<file path="src/rtl/mc_if.sv">
`default_nettype none
// ============================================================================
// Module   : mc_if
// Purpose  : Control bundle between the multicycle controller and its datapath.
// Revision : 1.0 - initial release
// ============================================================================
interface mc_if;
    logic [3:0] opcode;
    logic       zero;
    logic       mem_ready;
    logic       pcen;
    logic       irwrite;
    logic       memwrite;
    logic       regwrite;
    logic       iord;
    logic       alusrca;
    logic [1:0] alusrcb;
    logic [1:0] aluop;
    logic [1:0] pcsrc;
    logic       regdst;
    logic [1:0] memtoreg;
    logic [3:0] state;
    logic       illegal;

    modport master (
        input  opcode, zero, mem_ready,
        output pcen, irwrite, memwrite, regwrite, iord, alusrca, alusrcb,
               aluop, pcsrc, regdst, memtoreg, state, illegal
    );

    modport slave (
        output opcode, zero, mem_ready,
        input  pcen, irwrite, memwrite, regwrite, iord, alusrca, alusrcb,
               aluop, pcsrc, regdst, memtoreg, state, illegal
    );
endinterface
`default_nettype wire

</file>
<file path="src/rtl/mc_controller.sv">
`default_nettype none
// ============================================================================
// Module   : mc_controller
// Purpose  : Moore FSM sequencing a multicycle CPU datapath (ADD/LOAD/STORE/BEQ/JAL).
// Revision : 1.0 - initial release
// ============================================================================
module mc_controller (
    input  logic  clk,
    input  logic  reset,
    mc_if.master  bus
);

    localparam logic [3:0] C_OP_ADD   = 4'b0000;
    localparam logic [3:0] C_OP_STORE = 4'b1001;
    localparam logic [3:0] C_OP_LOAD  = 4'b1010;
    localparam logic [3:0] C_OP_BEQ   = 4'b1011;
    localparam logic [3:0] C_OP_JAL   = 4'b1101;

    typedef enum logic [3:0] {
        S_FETCH  = 4'd0,
        S_DECODE = 4'd1,
        S_MEMADR = 4'd2,
        S_MEMRD  = 4'd3,
        S_MEMWB  = 4'd4,
        S_MEMWR  = 4'd5,
        S_EXEC   = 4'd6,
        S_ALUWB  = 4'd7,
        S_BRANCH = 4'd8,
        S_JAL    = 4'd9
    } state_t;

    state_t r_state;
    state_t w_next;
    logic   r_illegal;
    logic   w_legal;
    logic   w_pcwrite;
    logic   w_branch;

    assign w_legal = (bus.opcode == C_OP_ADD)  || (bus.opcode == C_OP_STORE) ||
                     (bus.opcode == C_OP_LOAD) || (bus.opcode == C_OP_BEQ)   ||
                     (bus.opcode == C_OP_JAL);

    always_ff @(posedge clk or negedge reset) begin
        if (!reset) begin
            r_state   <= S_FETCH;
            r_illegal <= 1'b0;
        end else begin
            r_state   <= w_next;
            r_illegal <= (r_state == S_DECODE) && !w_legal;
        end
    end

    // Unused encodings 10-15 fall through the default back to FETCH.
    always_comb begin
        w_next = S_FETCH;
        case (r_state)
            S_FETCH:  w_next = bus.mem_ready ? S_DECODE : S_FETCH;
            S_DECODE: begin
                case (bus.opcode)
                    C_OP_ADD:              w_next = S_EXEC;
                    C_OP_LOAD, C_OP_STORE: w_next = S_MEMADR;
                    C_OP_BEQ:              w_next = S_BRANCH;
                    C_OP_JAL:              w_next = S_JAL;
                    default:               w_next = S_FETCH;
                endcase
            end
            S_MEMADR: w_next = (bus.opcode == C_OP_LOAD) ? S_MEMRD : S_MEMWR;
            S_MEMRD:  w_next = bus.mem_ready ? S_MEMWB : S_MEMRD;
            S_MEMWB:  w_next = S_FETCH;
            S_MEMWR:  w_next = bus.mem_ready ? S_FETCH : S_MEMWR;
            S_EXEC:   w_next = S_ALUWB;
            S_ALUWB:  w_next = S_FETCH;
            S_BRANCH: w_next = S_FETCH;
            S_JAL:    w_next = S_FETCH;
            default:  w_next = S_FETCH;
        endcase
    end

    always_comb begin
        w_pcwrite    = 1'b0;
        w_branch     = 1'b0;
        bus.irwrite  = 1'b0;
        bus.memwrite = 1'b0;
        bus.regwrite = 1'b0;
        bus.iord     = 1'b0;
        bus.alusrca  = 1'b0;
        bus.alusrcb  = 2'b00;
        bus.aluop    = 2'b00;
        bus.pcsrc    = 2'b00;
        bus.regdst   = 1'b0;
        bus.memtoreg = 2'b00;
        case (r_state)
            S_FETCH: begin
                bus.irwrite = bus.mem_ready;
                w_pcwrite   = bus.mem_ready;
                bus.alusrcb = 2'b01;
            end
            S_DECODE: bus.alusrcb = 2'b11;
            S_MEMADR: begin
                bus.alusrca = 1'b1;
                bus.alusrcb = 2'b10;
            end
            S_MEMRD:  bus.iord = 1'b1;
            S_MEMWB: begin
                bus.regwrite = 1'b1;
                bus.memtoreg = 2'b01;
            end
            S_MEMWR: begin
                bus.iord     = 1'b1;
                bus.memwrite = 1'b1;
            end
            S_EXEC: begin
                bus.alusrca = 1'b1;
                bus.aluop   = 2'b10;
            end
            S_ALUWB: begin
                bus.regwrite = 1'b1;
                bus.regdst   = 1'b1;
            end
            S_BRANCH: begin
                bus.alusrca = 1'b1;
                bus.aluop   = 2'b01;
                bus.pcsrc   = 2'b01;
                w_branch    = 1'b1;
            end
            S_JAL: begin
                bus.regwrite = 1'b1;
                bus.memtoreg = 2'b10;
                bus.pcsrc    = 2'b10;
                w_pcwrite    = 1'b1;
            end
            default: ;
        endcase
        bus.pcen = w_pcwrite | (w_branch & bus.zero);
        // Reset must silence FETCH's mem_ready-driven enables without waiting for clk.
        if (!reset) begin
            bus.pcen     = 1'b0;
            bus.irwrite  = 1'b0;
            bus.memwrite = 1'b0;
            bus.regwrite = 1'b0;
            bus.iord     = 1'b0;
            bus.alusrca  = 1'b0;
            bus.alusrcb  = 2'b00;
            bus.aluop    = 2'b00;
            bus.pcsrc    = 2'b00;
            bus.regdst   = 1'b0;
            bus.memtoreg = 2'b00;
        end
    end

    assign bus.state   = r_state;
    assign bus.illegal = r_illegal;

endmodule
`default_nettype wire

</file>
<file path="src/flat_wrapper.sv">
// flat-port wrapper written by rule: the top's interface ports become plain ports
module mc_controller_flat 
  (clk, reset, bus_opcode, bus_zero, bus_mem_ready, bus_pcen, bus_irwrite, bus_memwrite, bus_regwrite, bus_iord, bus_alusrca, bus_alusrcb, bus_aluop, bus_pcsrc, bus_regdst, bus_memtoreg, bus_state, bus_illegal);
  mc_if bus_i ();
  input  logic clk;
  input  logic reset;
  input wire logic [$bits(bus_i.opcode)-1:0] bus_opcode;
  input wire logic [$bits(bus_i.zero)-1:0] bus_zero;
  input wire logic [$bits(bus_i.mem_ready)-1:0] bus_mem_ready;
  output wire logic [$bits(bus_i.pcen)-1:0] bus_pcen;
  output wire logic [$bits(bus_i.irwrite)-1:0] bus_irwrite;
  output wire logic [$bits(bus_i.memwrite)-1:0] bus_memwrite;
  output wire logic [$bits(bus_i.regwrite)-1:0] bus_regwrite;
  output wire logic [$bits(bus_i.iord)-1:0] bus_iord;
  output wire logic [$bits(bus_i.alusrca)-1:0] bus_alusrca;
  output wire logic [$bits(bus_i.alusrcb)-1:0] bus_alusrcb;
  output wire logic [$bits(bus_i.aluop)-1:0] bus_aluop;
  output wire logic [$bits(bus_i.pcsrc)-1:0] bus_pcsrc;
  output wire logic [$bits(bus_i.regdst)-1:0] bus_regdst;
  output wire logic [$bits(bus_i.memtoreg)-1:0] bus_memtoreg;
  output wire logic [$bits(bus_i.state)-1:0] bus_state;
  output wire logic [$bits(bus_i.illegal)-1:0] bus_illegal;
  assign bus_i.opcode = bus_opcode;
  assign bus_i.zero = bus_zero;
  assign bus_i.mem_ready = bus_mem_ready;
  assign bus_pcen = bus_i.pcen;
  assign bus_irwrite = bus_i.irwrite;
  assign bus_memwrite = bus_i.memwrite;
  assign bus_regwrite = bus_i.regwrite;
  assign bus_iord = bus_i.iord;
  assign bus_alusrca = bus_i.alusrca;
  assign bus_alusrcb = bus_i.alusrcb;
  assign bus_aluop = bus_i.aluop;
  assign bus_pcsrc = bus_i.pcsrc;
  assign bus_regdst = bus_i.regdst;
  assign bus_memtoreg = bus_i.memtoreg;
  assign bus_state = bus_i.state;
  assign bus_illegal = bus_i.illegal;
  mc_controller u_core (.clk(clk), .reset(reset), .bus(bus_i));
endmodule
</file>
<file path="config.mk">
export PLATFORM = sky130hd
export DESIGN_NAME = mc_controller_flat
export DESIGN_NICKNAME = d
export VERILOG_FILES = /design/src/rtl/mc_if.sv /design/src/rtl/mc_controller.sv /design/src/flat_wrapper.sv
export SDC_FILE = /design/constraint.sdc
export NUM_CORES = 1
export LEC_CHECK = 0
export CAP_MARGIN = 20
export CORE_MARGIN = 5
export CORE_UTILIZATION = 42
export CTS_CLUSTER_SIZE = 25
export DETAILED_ROUTE_END_ITERATION = 8
export PLACE_DENSITY = 0.83
export SYNTH_ARGS = -nofsm -noshare
export SYNTH_HDL_FRONTEND = slang
export SYNTH_SLANG_ARGS = --single-unit
</file>
<file path="constraint.sdc">
create_clock -name clk -period 2.95 [get_ports clk]
set_input_delay 0.885 -clock clk [delete_from_list [all_inputs] [get_ports clk]]
set_output_delay 0.885 -clock clk [all_outputs]
set_load 0.01 [all_outputs]
</file>
==> run summary <==
The clock network burns 15.1% of the power. The vias after detailed routing came out at roughly 660. The post-synthesis register bit count came out at 5. The internal power of the cells totals 316 uW.

The remaining global-route overflow is 0. The switching power total came out at 228 uW. The fraction of registers with async set/reset is 100%.

Prior to clock tree synthesis, the placed netlist has a worst setup slack of -301 ps. Overall power consumption after layout is estimated at 544 uW. The starting utilization of the core area came out at 43.8%.

The worst path setup slack after routing came out at 80.4 ps. The clock tree from TritonCTS is done. The worst setup path is of the in -> out kind.

The HPWL after detailed placement came out at 1130 um. The post-route fraction of the period consumed by the critical path is 97.3%. The fraction of layout cells with a size suffix above 1 came out at around 15%.

The share of the yosys chip area belonging to registers is 22.2%. The via count of the first global-routing pass came out at 597. The pin count of the biggest net entering global routing is 20. The net count of the finished layout came out at 114. The final critical delay including setup and external delays is about 2900 ps. Compared with the post-synthesis result, the final layout area differs by 60.7%. In the synthesized netlist the dominant register cell turns out to be sky130_fd_sc_hd__dfrtp_1.

The number of warnings issued by yosys is 0. The clock root buffer master is sky130_fd_sc_hd__clkbuf_4. The number of antenna violations at the first check in global routing came out at 0. The buffer depth of the longest clock path is 2. The wire length of the first global-routing pass is 2500 um. The number of nets with antenna violations after detailed routing is 0. The deepest level of the CTS H-tree is 1. The top cell type by area accounts for between 20% and 30% of the synthesized area. The weighted congestion reported at the end of routability-driven placement is 0.741.

The biggest area contributor in the post-synthesis netlist is sky130_fd_sc_hd__dfrtp_1. Of the total power, registers draw 29.1%. The total standard cell area after synthesis came out at 563 um^2. Setup repair after global routing left no endpoint under its margin.

The violation count after the first detailed-route iteration is 8. In this run the worst hold path is classified as in -> async. The first-pass iteration count of the detailed router came out at 4. The count of max-cap constraint violations came out at 0. Dividing the synthesized area by the synthesized cell count gives 7.61 um^2. The number of flops mapped to enable cells by yosys came out at 0. The total power divided by cell area is 601 nW/um^2. After routing the design area is 905 um^2. The antenna diode instance count came out at 0. Along the worst path, the maximum fanout reaches 9. Adding up every negative setup slack in the final design gives 0 ps. The remaining routing DRC violations is 0. The worst setup path is captured at an output port. Clock latency on the worst-skew pair, taken at its later pin, is about 250 ps. The die footprint is roughly 2200 um^2. For this run, the top clock speed supported by timing is 348 MHz. The leakage power total came out at 0.000396 uW.

The total count of max-transition violations in the final report came out at 0. The total placed cells including tap cells is 115. In the post-synthesis netlist, the biggest area contributors are sky130_fd_sc_hd__dfrtp_1, sky130_fd_sc_hd__nor2_1, sky130_fd_sc_hd__nor3b_1. The layout filler cell count came out at 112.

The flow ran to the end, and the final reports show no timing, DRC or antenna violations. The net count after synthesis is 82. Summing all placed instances gives a cell area of 851 um^2. The relative max-transition margin came out at 63.4%.

The arrival time reported for the critical path endpoint is around 2000 ps. The finished layout holds 120 standard cells, fillers aside. The die extent in y is 46.6 um. The sequential standard cell area came out at 129 um^2.

Across the VDD grid, the largest voltage drop is 0.312 mV. The core footprint came out at between 1000 and 1500 um^2. The worst clock skew on the final layout is between 6 and 7 ps.

The die outline width is 46.6 um. The proportion of power drawn by combinational gates came out at between 50 and 60%. The total routing resource utilization after global routing is between 10% and 20%. The TritonCTS buffer count is 3. The post-synthesis instance total came out at 74. Dividing the detail-routed via count by the number of cells gives 5.51. The post-CTS clock slew at the launch and capture registers of the worst setup and hold paths is 50 ps. The startpoint type of the worst setup path is an input pin. The total of hold buffers inserted after clock tree synthesis is 0. After floorplanning, the core was divided into 13 placement rows. The number of clock sinks came out at 5. The leading cell type in the layout, fill and taps excluded is sky130_fd_sc_hd__clkdlybuf4s50_1. After detailed routing, the average wire length per cell comes to 13.6 um. The area occupied by multi-input gates came out at 414 um^2. The total length of routed wires came out at 1630 um.

Net switching is 41.9% of the power. The count of endpoints failing hold in the final timing report came out at 0. The count of unique library cells instantiated by Yosys is 32.

The library cells used most frequently in the layout, excluding fill and tap cells, are sky130_fd_sc_hd__clkdlybuf4s50_1, sky130_fd_sc_hd__nor2_1, sky130_fd_sc_hd__nand2_1. Setup violations remaining at the end of the flow were counted as 0. The number of buffers inserted by port buffering came out at 27. The number of top-level pins came out at 28.

The slew of the pin with the lowest slew margin came out at 549 ps. The data required time of the worst path came out at 2070 ps.
## per-layer routing
layer / wire [um] / GRT usage [%] / vias to the layer above
met3: 138 / 3.91 / 4
met5: 0 / 0 / -
li1: - / - / 332
met1: 644 / 17.2 / 299
met2: 815 / 28.3 / 26
met4: 34 / 8.84 / 0
## timing repair
item,CTS,global route
endpoints found under the setup margin,15,10
gates resized for setup,5,8
endpoints found under the hold margin,0,0
setup buffers,0,1
## sequential cells by signal, indices dropped and copies added, names as in the netlist
signal	count
u_core.bus.illegal	1
u_core.bus.state	4
## synthesized netlist by cell type (3+ instances only)
| master | n |
|---|---|
| sky130_fd_sc_hd__nor3_1 | 4 |
| sky130_fd_sc_hd__o311ai_1 | 3 |
| sky130_fd_sc_hd__nand2_1 | 6 |
| sky130_fd_sc_hd__nor2_1 | 10 |
| sky130_fd_sc_hd__nor2b_1 | 3 |
| sky130_fd_sc_hd__nand2b_1 | 4 |
| sky130_fd_sc_hd__o21ai_0 | 4 |
| sky130_fd_sc_hd__buf_4 | 3 |
| sky130_fd_sc_hd__dfrtp_1 | 5 |
| sky130_fd_sc_hd__nor3b_1 | 4 |
## metrics by stage
stage	utilization, %	hold slack, ps
3_3_place_gp	66.2	848
6_report	70.4	743
3_5_place_dp	66.2	848
5_1_grt	70.4	735
2_1_floorplan	-	589
4_1_cts	68.2	722
## power groups by stage
| stage | sequential (uW) | clock, uW | combinational, uW |
|---|---|---|---|
| 5_1_grt | 168 | 92.3 | 332 |
| 3_3_place_gp | 150 | 0 | 300 |
| 2_1_floorplan | 126 | 0 | 198 |
| 4_1_cts | 152 | 85.9 | 303 |
| 3_5_place_dp | 152 | 0 | 304 |
| 6_report | 158 | 82.1 | 304 |
## critical path, stage by stage
cell and delay [ps]:
sky130_fd_sc_hd__clkdlybuf4s15_2 260, sky130_fd_sc_hd__nand2_1 130, sky130_fd_sc_hd__nor3_1 150, sky130_fd_sc_hd__clkdlybuf4s50_1 560
## final cells by class
type	count	share of cell area [%]
inverters	1	0.415
well taps	15	2.07
multi-input cells	63	45.8
repair buffers	32	34.6
flip-flops and latches	5	14.2
clock buffers	4	2.90
## cell families (layout without fill, tap and decap cells)
family | Yosys count | after routing | share of synthesized area (%)
xor+xnor | 3 | 3 | 4.67
flops | 5 | 5 | 22.2
buf+inv | 6 | 37 | 6.22
compound gates | 15 | 15 | 18.0
simple gates | 45 | 45 | 48.9
## path summary, 6_finish.rpt
path / from / endpoint / slack [ps] / depth (start not counted)
max in group asynchronous: reset / u_core.bus.state[1] / 2080 / 2
worst min register to register: u_core.bus.state[3] / u_core.bus.state[0] / 780 / 2
worst min-delay path: reset / u_core.bus.state[2] / 740 / 2
worst max register to register: u_core.bus.state[0] / u_core.bus.state[2] / 1520 / 3
min in group clk: u_core.bus.state[3] / u_core.bus.state[0] / 780 / 2
worst max-delay path: reset / bus_memtoreg[0] / 80 / 4
Note: power is estimated with default switching activity, not from simulation.
